**config.mk**
```make
export PLATFORM = sky130hd
export DESIGN_NAME = fdiv_seq
export DESIGN_NICKNAME = d
export VERILOG_FILES = /design/src/rtl/fdiv_seq.sv
export SDC_FILE = /design/constraint.sdc
export NUM_CORES = 1
export LEC_CHECK = 0
export ABC_AREA = 0
export ABC_CLOCK_PERIOD_IN_PS = 5600
export CAP_MARGIN = 20
export CORE_UTILIZATION = 61
export DETAILED_ROUTE_END_ITERATION = 7
export GPL_ROUTABILITY_DRIVEN = 0
export PLACE_DENSITY = 0.87
export RECOVER_POWER = 100
export SETUP_SLACK_MARGIN = 0.3
export SKIP_CTS_REPAIR_TIMING = 1
export SLEW_MARGIN = 20
export SYNTH_ARGS = -nofsm -noshare
export SYNTH_HDL_FRONTEND = slang
export SYNTH_SLANG_ARGS = --single-unit
```
**constraint.sdc**
```tcl
create_clock -name clk -period 5.6 [get_ports clk]
set_input_delay 1.12 -clock clk [delete_from_list [all_inputs] [get_ports clk]]
set_output_delay 1.12 -clock clk [all_outputs]
set_load 0.005 [all_outputs]
```
**src/rtl/fdiv_seq.sv**
```systemverilog
// fdiv_seq -- sequential IEEE-754 single-precision divider (radix-2 restoring).
//
// Ports:
//   clk                      rising-edge clock for all state
//   rst                      synchronous active-high reset
//   start                    request; sampled only while idle
//   A_sign/A_exp/A_frac      dividend fields (1/8/23)
//   B_sign/B_exp/B_frac      divisor fields (1/8/23)
//   busy                     high whenever the FSM is not idle
//   done                     one-cycle result-valid pulse
//   sign/exp/frac            result; frac is the 24 bits directly below the
//                            hidden one (MSB weight 2^-1)
//   error                    invalid operation (NaN result)
//   overflow                 exponent overflow, result forced to infinity
//
// Configuration macro:
//   FDIV_ROUND_EN  when defined, one extra quotient bit is produced and the
//                  fraction is rounded to nearest-even (guard + sticky).
//                  When undefined, the quotient is truncated.
//
// FSM: IDLE -> CALC -> NORM -> DONE -> IDLE. Special operands (zero, inf,
// NaN) skip CALC and go straight to NORM.

module fdiv_seq (
  input  logic        clk,
  input  logic        rst,
  input  logic        start,
  input  logic        A_sign,
  input  logic [7:0]  A_exp,
  input  logic [22:0] A_frac,
  input  logic        B_sign,
  input  logic [7:0]  B_exp,
  input  logic [22:0] B_frac,
  output logic        busy,
  output logic        done,
  output logic        sign,
  output logic [7:0]  exp,
  output logic [23:0] frac,
  output logic        error,
  output logic        overflow
);

`ifdef FDIV_ROUND_EN
  localparam int QW = 27;
`else
  localparam int QW = 26;
`endif
  localparam logic [4:0] CNT_INIT = 5'(QW - 1);

  typedef enum logic [1:0] {ST_IDLE, ST_CALC, ST_NORM, ST_DONE} state_t;
  typedef enum logic [1:0] {SP_NONE, SP_NAN, SP_INF, SP_ZERO} special_t;

  state_t          state_reg;
  special_t        special_reg;
  special_t        special_in;
  logic [7:0]      a_exp_reg;
  logic [7:0]      b_exp_reg;
  logic [23:0]     mb_reg;
  logic [24:0]     rem_reg;
  logic [QW-1:0]   quo_reg;
  logic [4:0]      cnt_reg;
  logic            sign_res_reg;
  logic            done_reg;
  logic            sign_reg;
  logic [7:0]      exp_reg;
  logic [23:0]     frac_reg;
  logic            error_reg;
  logic            overflow_reg;

  // ---------------------------------------------------------------------
  // Operand classification (index 0 = dividend, 1 = divisor).
  // Denormals are flushed: any exponent of zero is treated as zero.
  // ---------------------------------------------------------------------
  logic [1:0][7:0]  op_exp;
  logic [1:0][22:0] op_frac;
  logic [1:0]       op_zero;
  logic [1:0]       op_inf;
  logic [1:0]       op_nan;

  assign op_exp  = {B_exp, A_exp};
  assign op_frac = {B_frac, A_frac};

  generate
    for (genvar gi = 0; gi < 2; gi++) begin : g_class
      assign op_zero[gi] = (op_exp[gi] == 8'd0);
      assign op_inf[gi]  = (op_exp[gi] == 8'hff) && (op_frac[gi] == 23'd0);
      assign op_nan[gi]  = (op_exp[gi] == 8'hff) && (op_frac[gi] != 23'd0);
    end
  endgenerate

  // Priority: invalid first, then infinite result, then zero result.
  always_comb begin
    special_in = SP_NONE;
    if ((|op_nan) || (&op_inf) || (&op_zero))
      special_in = SP_NAN;
    else if (op_inf[0] || op_zero[1])
      special_in = SP_INF;
    else if (op_zero[0] || op_inf[1])
      special_in = SP_ZERO;
  end

  // ---------------------------------------------------------------------
  // Restoring division step. The partial remainder stays below 2*Mb, so
  // 25 bits are enough; the shifted-out top bit is always zero.
  // ---------------------------------------------------------------------
  logic [25:0] trial;
  logic        q_bit;
  logic [24:0] rem_sel;

  assign trial   = {1'b0, rem_reg} - {2'b00, mb_reg};
  assign q_bit   = ~trial[25];
  assign rem_sel = q_bit ? trial[24:0] : rem_reg;

  // ---------------------------------------------------------------------
  // Normalisation (and optional rounding) of the finished quotient.
  // ---------------------------------------------------------------------
  logic               q_top;
  logic signed [9:0]  e_base;
  logic signed [9:0]  e_norm;
  logic signed [9:0]  e_fin;
  logic [23:0]        frac_fin;

  assign q_top = quo_reg[QW-1];

`ifdef FDIV_ROUND_EN
  logic [23:0] frac_pre;
  logic        guard_bit;
  logic        sticky_bit;
  logic        round_up;
  logic [24:0] frac_sum;

  always_comb begin
    e_base     = $signed({2'b00, a_exp_reg}) - $signed({2'b00, b_exp_reg}) + 10'sd126;
    e_norm     = e_base + $signed({9'd0, q_top});
    frac_pre   = q_top ? quo_reg[25:2] : quo_reg[24:1];
    guard_bit  = q_top ? quo_reg[1] : quo_reg[0];
    sticky_bit = (q_top & quo_reg[0]) | (rem_reg != 25'd0);
    round_up   = guard_bit & (sticky_bit | frac_pre[0]);
    frac_sum   = {1'b0, frac_pre} + {24'd0, round_up};
    // A carry-out means the mantissa rounded up to 2.0: fraction wraps to
    // zero and the exponent moves up one before range checking.
    frac_fin   = frac_sum[23:0];
    e_fin      = e_norm + $signed({9'd0, frac_sum[24]});
  end
`else
  always_comb begin
    e_base   = $signed({2'b00, a_exp_reg}) - $signed({2'b00, b_exp_reg}) + 10'sd126;
    e_norm   = e_base + $signed({9'd0, q_top});
    frac_fin = q_top ? quo_reg[24:1] : quo_reg[23:0];
    e_fin    = e_norm;
  end
`endif

  // ---------------------------------------------------------------------
  // Control FSM and result registers.
  // ---------------------------------------------------------------------
  always_ff @(posedge clk) begin
    if (rst) begin
      state_reg    <= ST_IDLE;
      special_reg  <= SP_NONE;
      a_exp_reg    <= '0;
      b_exp_reg    <= '0;
      mb_reg       <= '0;
      rem_reg      <= '0;
      quo_reg      <= '0;
      cnt_reg      <= '0;
      sign_res_reg <= 1'b0;
      done_reg     <= 1'b0;
      sign_reg     <= 1'b0;
      exp_reg      <= '0;
      frac_reg     <= '0;
      error_reg    <= 1'b0;
      overflow_reg <= 1'b0;
    end else begin
      case (state_reg)
        ST_IDLE: begin
          if (start) begin
            a_exp_reg    <= A_exp;
            b_exp_reg    <= B_exp;
            mb_reg       <= {1'b1, B_frac};
            rem_reg      <= {2'b01, A_frac};
            quo_reg      <= '0;
            cnt_reg      <= CNT_INIT;
            sign_res_reg <= A_sign ^ B_sign;
            special_reg  <= special_in;
            state_reg    <= (special_in == SP_NONE) ? ST_CALC : ST_NORM;
          end
        end
        ST_CALC: begin
          quo_reg <= {quo_reg[QW-2:0], q_bit};
          rem_reg <= rem_sel << 1;
          if (cnt_reg == 5'd0)
            state_reg <= ST_NORM;
          else
            cnt_reg <= cnt_reg - 5'd1;
        end
        ST_NORM: begin
          sign_reg     <= sign_res_reg;
          error_reg    <= 1'b0;
          overflow_reg <= 1'b0;
          case (special_reg)
            SP_NAN: begin
              exp_reg   <= 8'hff;
              frac_reg  <= 24'h800000;
              error_reg <= 1'b1;
            end
            SP_INF: begin
              exp_reg  <= 8'hff;
              frac_reg <= '0;
            end
            SP_ZERO: begin
              exp_reg  <= '0;
              frac_reg <= '0;
            end
            default: begin
              if (e_fin >= 10'sd255) begin
                exp_reg      <= 8'hff;
                frac_reg     <= '0;
                overflow_reg <= 1'b1;
              end else if (e_fin <= 10'sd0) begin
                exp_reg  <= '0;
                frac_reg <= '0;
              end else begin
                exp_reg  <= e_fin[7:0];
                frac_reg <= frac_fin;
              end
            end
          endcase
          done_reg  <= 1'b1;
          state_reg <= ST_DONE;
        end
        ST_DONE: begin
          done_reg  <= 1'b0;
          state_reg <= ST_IDLE;
        end
        default: state_reg <= ST_IDLE;
      endcase
    end
  end

  assign busy     = (state_reg != ST_IDLE);
  assign done     = done_reg;
  assign sign     = sign_reg;
  assign exp      = exp_reg;
  assign frac     = frac_reg;
  assign error    = error_reg;
  assign overflow = overflow_reg;

endmodule

```
==> results.md, run 1 <==
- Worst hold slack: 0.445 ns
- Vias after detailed routing: 7782
- CP delay by family, top: compound AO/OA/AOI/OAI gates
- Fmax: 216 MHz
- Cell count after synthesis: 1018
- CP Max Fanout: 45
- Sw Pwr: 2.64 mW
- Post-synthesis sequential area ratio: 33.8%
- Max Cap Viol: 2
- ANT nets after route: 0
- Clk pin slew, worst setup/hold paths: 0.06 ns
- Post-synth EDFFs: 0
- Rows: 41
- Nets: 1205
- Final worst setup slack: 0.972 ns
- Place WS: 1.59 ns
- Hold Path Class: flip-flop to flip-flop
- Failing checks: max-capacitance violations, max-slew violations
- Setup violations, final: 0
- Synthesized area: 0.00811 mm²
- CP Cell Sequence: clkdlybuf4s50_1, and2_1, buf_4, a21oi_1, clkbuf_1, a22oi_1, nor2_1
- Initial Utilization: 63.5%
- CP max-delay cell: a21oi_1
- Count leader, synth: nand2_1
- Max FFs per register: 26
- Post-Syn Area per Cell: 7.96 µm²
- Largest stage delay, worst path: 1.67 ns
- # DRC: 0
- FF+latch count, synth: 137
- Pwr/cell area: 592 mW/mm²
- Final slew viol count: 86
- Hold Startpoint: frac[5]
- Reg-to-Reg Start: state_reg[0]
- Worst-margin pin slew: 2.49 ns
- Worst Setup SP: start
- Util after Layout: 76.0%
- Global Route Usage Sum: 32.0%
- Crit path capture type: flip-flop
- Post-synthesis net count: 1131
- Clock share of power: 19.3%
- Drt first pass iters: 7
- Clk_lat worst skew: 0.43 ns
- P_int: 3.11 mW
- Fin. Hold Viols: 0
- DIE AREA: 0.0138 mm²
- Layout area overhead: 19.7%
- CTS HTree Levels: 4
- Synth top area cells: dfxtp_1 34%, ha_1 6.8%, nand2_1 6.5%
- Vias per cell: 6.09
- Most used DFF post-synth: dfxtp_1
- Top-Level Pins: 104
- CP Launch Type: input port
- Gate power share: 58.0%
- Ys Warns: 0
- Sequential share of power: 22.7%
- Port bufs: 103
- CTS tree: built
- Total wire length: 21.0 mm
- Antenna Cells: 0
- Max-slew headroom: -65.8%
- Deepest clock path buffer count: 2
- Hpwl dp: 14.7 mm
- CTS sink cnt: 137
- Final Non-Filler Cells: 1277
- TritonCTS Buffers: 17
- Switching share of total power: 45.9%
- Core area: 0.0128 mm²
- Unrepaired setup endpoints after global routing: no
- Drt wl/cell: 16.4 µm
- Die Y: 117 µm
- Number of global-route vias before repair: 7305
- Static Leak: 3.65 nW
- Setup Skew: 0.00548 ns
- Minimum clock period: 4.63 ns
- Post-synth top area share: 33.8%
- 1st-iter DRT viols: 593
- Setup CP Type: input port to flip-flop
- WP buf/inv: 3
- Post-synthesis cell type count: 84
- Pin count of the biggest net entering global routing: 65
- Post-synth top cells: 141 x nand2_1, 137 x dfxtp_1, 88 x nor2_1
- Setup TNS: 0 ns
- Crit path required time: 5.94 ns
- Placed Cells incl. Taps: 1245
- Outcome: finished with violations
- Root buf cell: clkbuf_16
- GRT Residual Overflow: 0
- Period utilization: 82.6%
- VDD IR max: 0.384 mV
- Initial antenna violation count: 0
- Share of cells above drive strength 1: 5.43%
- Global-route wire length before repair: 34.1 mm
- Synth area leader: dfxtp_1
- Die width: 117 µm
- FFs w/ async S/R, synth: 0%
- Worst path arrival time: 4.97 ns
[kinds of logic (layout without fill, tap and decap cells)]
| kind of cell | Yosys count | after routing | share of synthesized area (%) |
|---|---|---|---|
| buf+inv | 115 | 202 | 5.60 |
| simple gates | 371 | 371 | 21.9 |
| xor+xnor | 23 | 23 | 2.58 |
| fa+ha+maj | 46 | 46 | 7.28 |
| flops | 137 | 137 | 33.8 |
| compound gates | 292 | 292 | 24.6 |
| mux | 34 | 34 | 4.20 |
[final cells by class]
class	count	area (µm²)
multi-input combinational	766	4860
fill	951	3070
sequential	137	2740
timing repair buffer	112	1080
clock buffer	19	453
inverter	58	218
tap	172	215
clock inverter	13	133
[stage by stage]
step           power, mW  cell area [µm²]
2_1_floorplan       3.95             8110
3_3_place_gp        4.59             9190
3_5_place_dp        4.67             9190
4_1_cts             5.80             9780
5_1_grt             6.17             9710
6_report            5.75             9710
[cell usage in the layout (no fill, tap or decap), types with 22 or more instances in the layout]
cell,n
dlygate4sd3_1,37
ha_1,44
nand2_1,142
nor3_1,22
o21ai_0,57
nor2_1,88
clkdlybuf4s50_1,65
a22oi_1,29
mux2i_1,34
dfxtp_1,137
inv_1,58
a21oi_1,87
[path summary, 6_finish.rpt]
| check | depth (start not counted) | slack, ns | end |
|---|---|---|---|
| worst max-delay path | 7 | 0.97 | quo_reg[23] |
| worst min-delay path | 2 | 0.45 | frac[5] |
| worst max register to register | 8 | 1.31 | quo_reg[23] |
| worst min register to register | 2 | 0.45 | frac[5] |
[metal layers]
metal  part of all wire [%]  vias up  GRT usage [%]
li1                       -     3822              -
met1                     40     3631           37.3
met2                     50      272           56.4
met3                    5.7       57           5.87
met4                    4.2        0           15.9
met5                      0        -              0
[worst register-to-register path: stages, from the launching register on]
cell      delay, ns
dfxtp_1        0.37
inv_1          0.11
ha_1           0.29
and2_1         0.16
buf_4          0.26
a21oi_1        1.67
clkbuf_1       0.92
a22oi_1        0.25
nor2_1         0.16
[power by group through the flow]
stage	clock network, mW	logic (mW)	registers, mW
3_5_place_dp	0	3.35	1.32
2_1_floorplan	0	2.67	1.28
6_report	1.11	3.34	1.30
3_3_place_gp	0	3.28	1.31
4_1_cts	1.11	3.38	1.30
5_1_grt	1.16	3.69	1.32
Note: power is estimated with default switching activity, not from simulation.
==> run 2: changes to the inputs <==
--- a/config.mk
+++ b/config.mk
@@ -6,12 +6,12 @@
 export NUM_CORES = 1
 export LEC_CHECK = 0
 export ABC_AREA = 0
-export ABC_CLOCK_PERIOD_IN_PS = 5600
+export ABC_CLOCK_PERIOD_IN_PS = 4500
 export CAP_MARGIN = 20
-export CORE_UTILIZATION = 61
+export CORE_UTILIZATION = 56
 export DETAILED_ROUTE_END_ITERATION = 7
 export GPL_ROUTABILITY_DRIVEN = 0
-export PLACE_DENSITY = 0.87
+export PLACE_DENSITY = 0.81
 export RECOVER_POWER = 100
 export SETUP_SLACK_MARGIN = 0.3
 export SKIP_CTS_REPAIR_TIMING = 1
==> constraint.sdc (replaced) <==
create_clock -name clk -period 4.5 [get_ports clk]
set_input_delay 0.9 -clock clk [delete_from_list [all_inputs] [get_ports clk]]
set_output_delay 0.9 -clock clk [all_outputs]
set_load 0.005 [all_outputs]
==> run 2 against run 1 <==
The flow still finishes with violations (max-capacitance violations, max-slew violations). Sequential share of layout area fell by 0.22 points. Global-route usage decreased by 2.9 points. Total power grew 28%. Critical path depth rose by 3. Count of clock-buffer cells in the layout fell by 1. Register-to-register slack got worse by 0.66 ns. First-iteration DRC count rose by 10%. Cell area rose by 0.80%. Combinational power up 28%.
==> results.md, run 2 (synthesis gave the netlist of run 1 again) <==
- Sw Pwr: 3.38 mW (was 2.64 mW)
- P_int: 3.97 mW (was 3.11 mW)
- Minimum clock period: 3.85 ns
- Clk_lat worst skew: 0.43 ns (about the same)
- Initial antenna violation count: 0 (unchanged)
- TritonCTS Buffers: 17 (unchanged)
- 1st-iter DRT viols: 654 (was 593)
- # DRC: 0 (unchanged)
- Commonest non-fill, non-tap cell in the layout: nand2_1 (unchanged)
- Die width: 122 µm (was 117 µm)
- Die Y: 122 µm (was 117 µm)
- Layout area overhead: 20.7% (was 19.7%)
- Vias per cell: 6.06 (was 6.09)
- Share of cells above drive strength 1: 5.70% (was 5.43%)
- Max-slew headroom: -97.1% (was -65.8%)
- Worst-margin pin slew: 2.96 ns (was 2.49 ns)
- Switching share of total power: 46.0% (was 45.9%)
- Fmax: 259 MHz
- Setup Skew: 0.0101 ns (was 0.00548 ns)
- Setup CP Type: flip-flop to flip-flop (was input port to flip-flop)
- Fin. Hold Viols: 0 (unchanged)
- Top-Level Pins: 104 (unchanged)
- Global Route Usage Sum: 29.1% (was 32.0%)
- Port bufs: 103 (unchanged)
- Deepest clock path buffer count: 2 (unchanged)
- CTS HTree Levels: 4 (unchanged)
- CTS sink cnt: 137 (unchanged)
- Hpwl dp: 14.3 mm (was 14.7 mm)
- Vias after detailed routing: 7794 (was 7782)
- CP max-delay cell: nand2_1 (was a21oi_1)
- Hold Path Class: flip-flop to flip-flop (unchanged)
- Root buf cell: clkbuf_16 (unchanged)
- DIE AREA: 0.0150 mm² (was 0.0138 mm²)
- CP Launch Type: flip-flop (was input port)
- Antenna Cells: 0 (unchanged)
- Largest stage delay, worst path: 0.68 ns (was 1.67 ns)
- Gate power share: 58.1% (was 58.0%)
- Core area: 0.0140 mm² (was 0.0128 mm²)
- Total wire length: 20.7 mm (was 21.0 mm)
- Util after Layout: 70.0% (was 76.0%)
- CP Cell Sequence: inv_1, ha_1, nand3_1, a2111oi_4, o211ai_4, a211oi_1, o221ai_4, nand2_1, o311ai_0, a31o_2 (was clkdlybuf4s50_1, and2_1, buf_4, a21oi_1, clkbuf_1, a22oi_1, nor2_1)
- Crit path capture type: flip-flop (unchanged)
- Final slew viol count: 117 (was 86)
- Initial Utilization: 58.0% (was 63.5%)
- Outcome: finished with violations (unchanged)
- Failing checks: max-capacitance violations, max-slew violations (unchanged)
- Sequential share of power: 22.0% (was 22.7%)
- GRT Residual Overflow: 0 (unchanged)
- Unrepaired setup endpoints after global routing: no (unchanged)
- Clock share of power: 19.9% (was 19.3%)
- Most frequent cells in the layout: 142 x nand2_1, 137 x dfxtp_1, 88 x nor2_1 (unchanged)
- VDD IR max: 0.421 mV (was 0.384 mV)
- Worst path arrival time: 4.18 ns (was 4.97 ns)
- Period utilization: 85.6%
- Setup violations, final: 0 (unchanged)
- Nets: 1206 (was 1205)
- Pwr/cell area: 751 mW/mm² (was 592 mW/mm²)
- ANT nets after route: 0 (unchanged)
- Final worst setup slack: 0.646 ns (was 0.972 ns)
- Global-route wire length before repair: 34.6 mm (was 34.1 mm)
- Static Leak: 3.67 nW (was 3.65 nW)
- Rows: 43 (was 41)
- Max FFs per register: 26 (unchanged)
- CTS tree: built (unchanged)
- Crit path required time: 4.82 ns (was 5.94 ns)
- Setup TNS: 0 ns (unchanged)
- Number of global-route vias before repair: 7295 (was 7305)
- Max Cap Viol: 2 (unchanged)
- Drt wl/cell: 16.1 µm (was 16.4 µm)
- CP Max Fanout: 19 (was 45)
- Clk pin slew, worst setup/hold paths: 0.07 ns (was 0.06 ns)
- Pin count of the biggest net entering global routing: 72 (was 65)
- Drt first pass iters: 5 (was 7)
- Place WS: 0.938 ns (was 1.59 ns)
-- run 2: final cells by class --
class	count	area (µm²)
tap	180	225
clock inverter	14	179
fill	1173	4200
inverter	58	218
timing repair buffer	113	1100
multi-input combinational	766	4890
clock buffer	18	439
sequential	137	2740
-- run 2: metrics by stage --
stage	instances	power [mW]	hold WS, ns	instance area [µm²]
after floorplan	1018	4.92	0.436	8110
after global placement	1254	5.76	0.434	9210
after detailed placement	1254	5.83	0.442	9210
after CTS	1286	7.33	0.452	9830
after global routing	1286	7.88	0.469	9790
final	1286	7.35	0.447	9790
-- run 2: worst paths after layout --
| check | from | endpoint | cells past startpoint | slack, ns |
|---|---|---|---|---|
| worst min-delay path | frac[2] | frac[2] | 2 | 0.45 |
| worst max-delay path | mb_reg[16] | rem_reg[22] | 10 | 0.65 |
| worst max register to register | mb_reg[16] | rem_reg[22] | 10 | 0.65 |
| worst min register to register | frac[2] | frac[2] | 2 | 0.45 |
-- run 2: critical path, delay by kind of cell (launching register included) --
family / cells / cell delay (ns)
buf+inv: 1 / 0.05
fa+ha+maj: 1 / 0.44
compound gates: 6 / 1.99
flops: 1 / 0.33
simple gates: 2 / 0.92
-- run 2: layer usage --
layer	share of wire [%]	up-vias	global-route usage (%)
met3	5.8	53	4.79
met1	44	3637	36.7
met4	2.9	0	13.5
li1	-	3838	-
met5	0	-	0
met2	47	266	48.5
-- run 2: power groups by stage --
stage               clock (mW)  sequential, mW  combinational [mW]
finish                    1.47            1.62                4.27
global route              1.53            1.64                4.71
CTS                       1.47            1.61                4.25
detailed placement           0            1.64                4.19
global placement             0            1.63                4.13
floorplan                    0            1.60                3.32
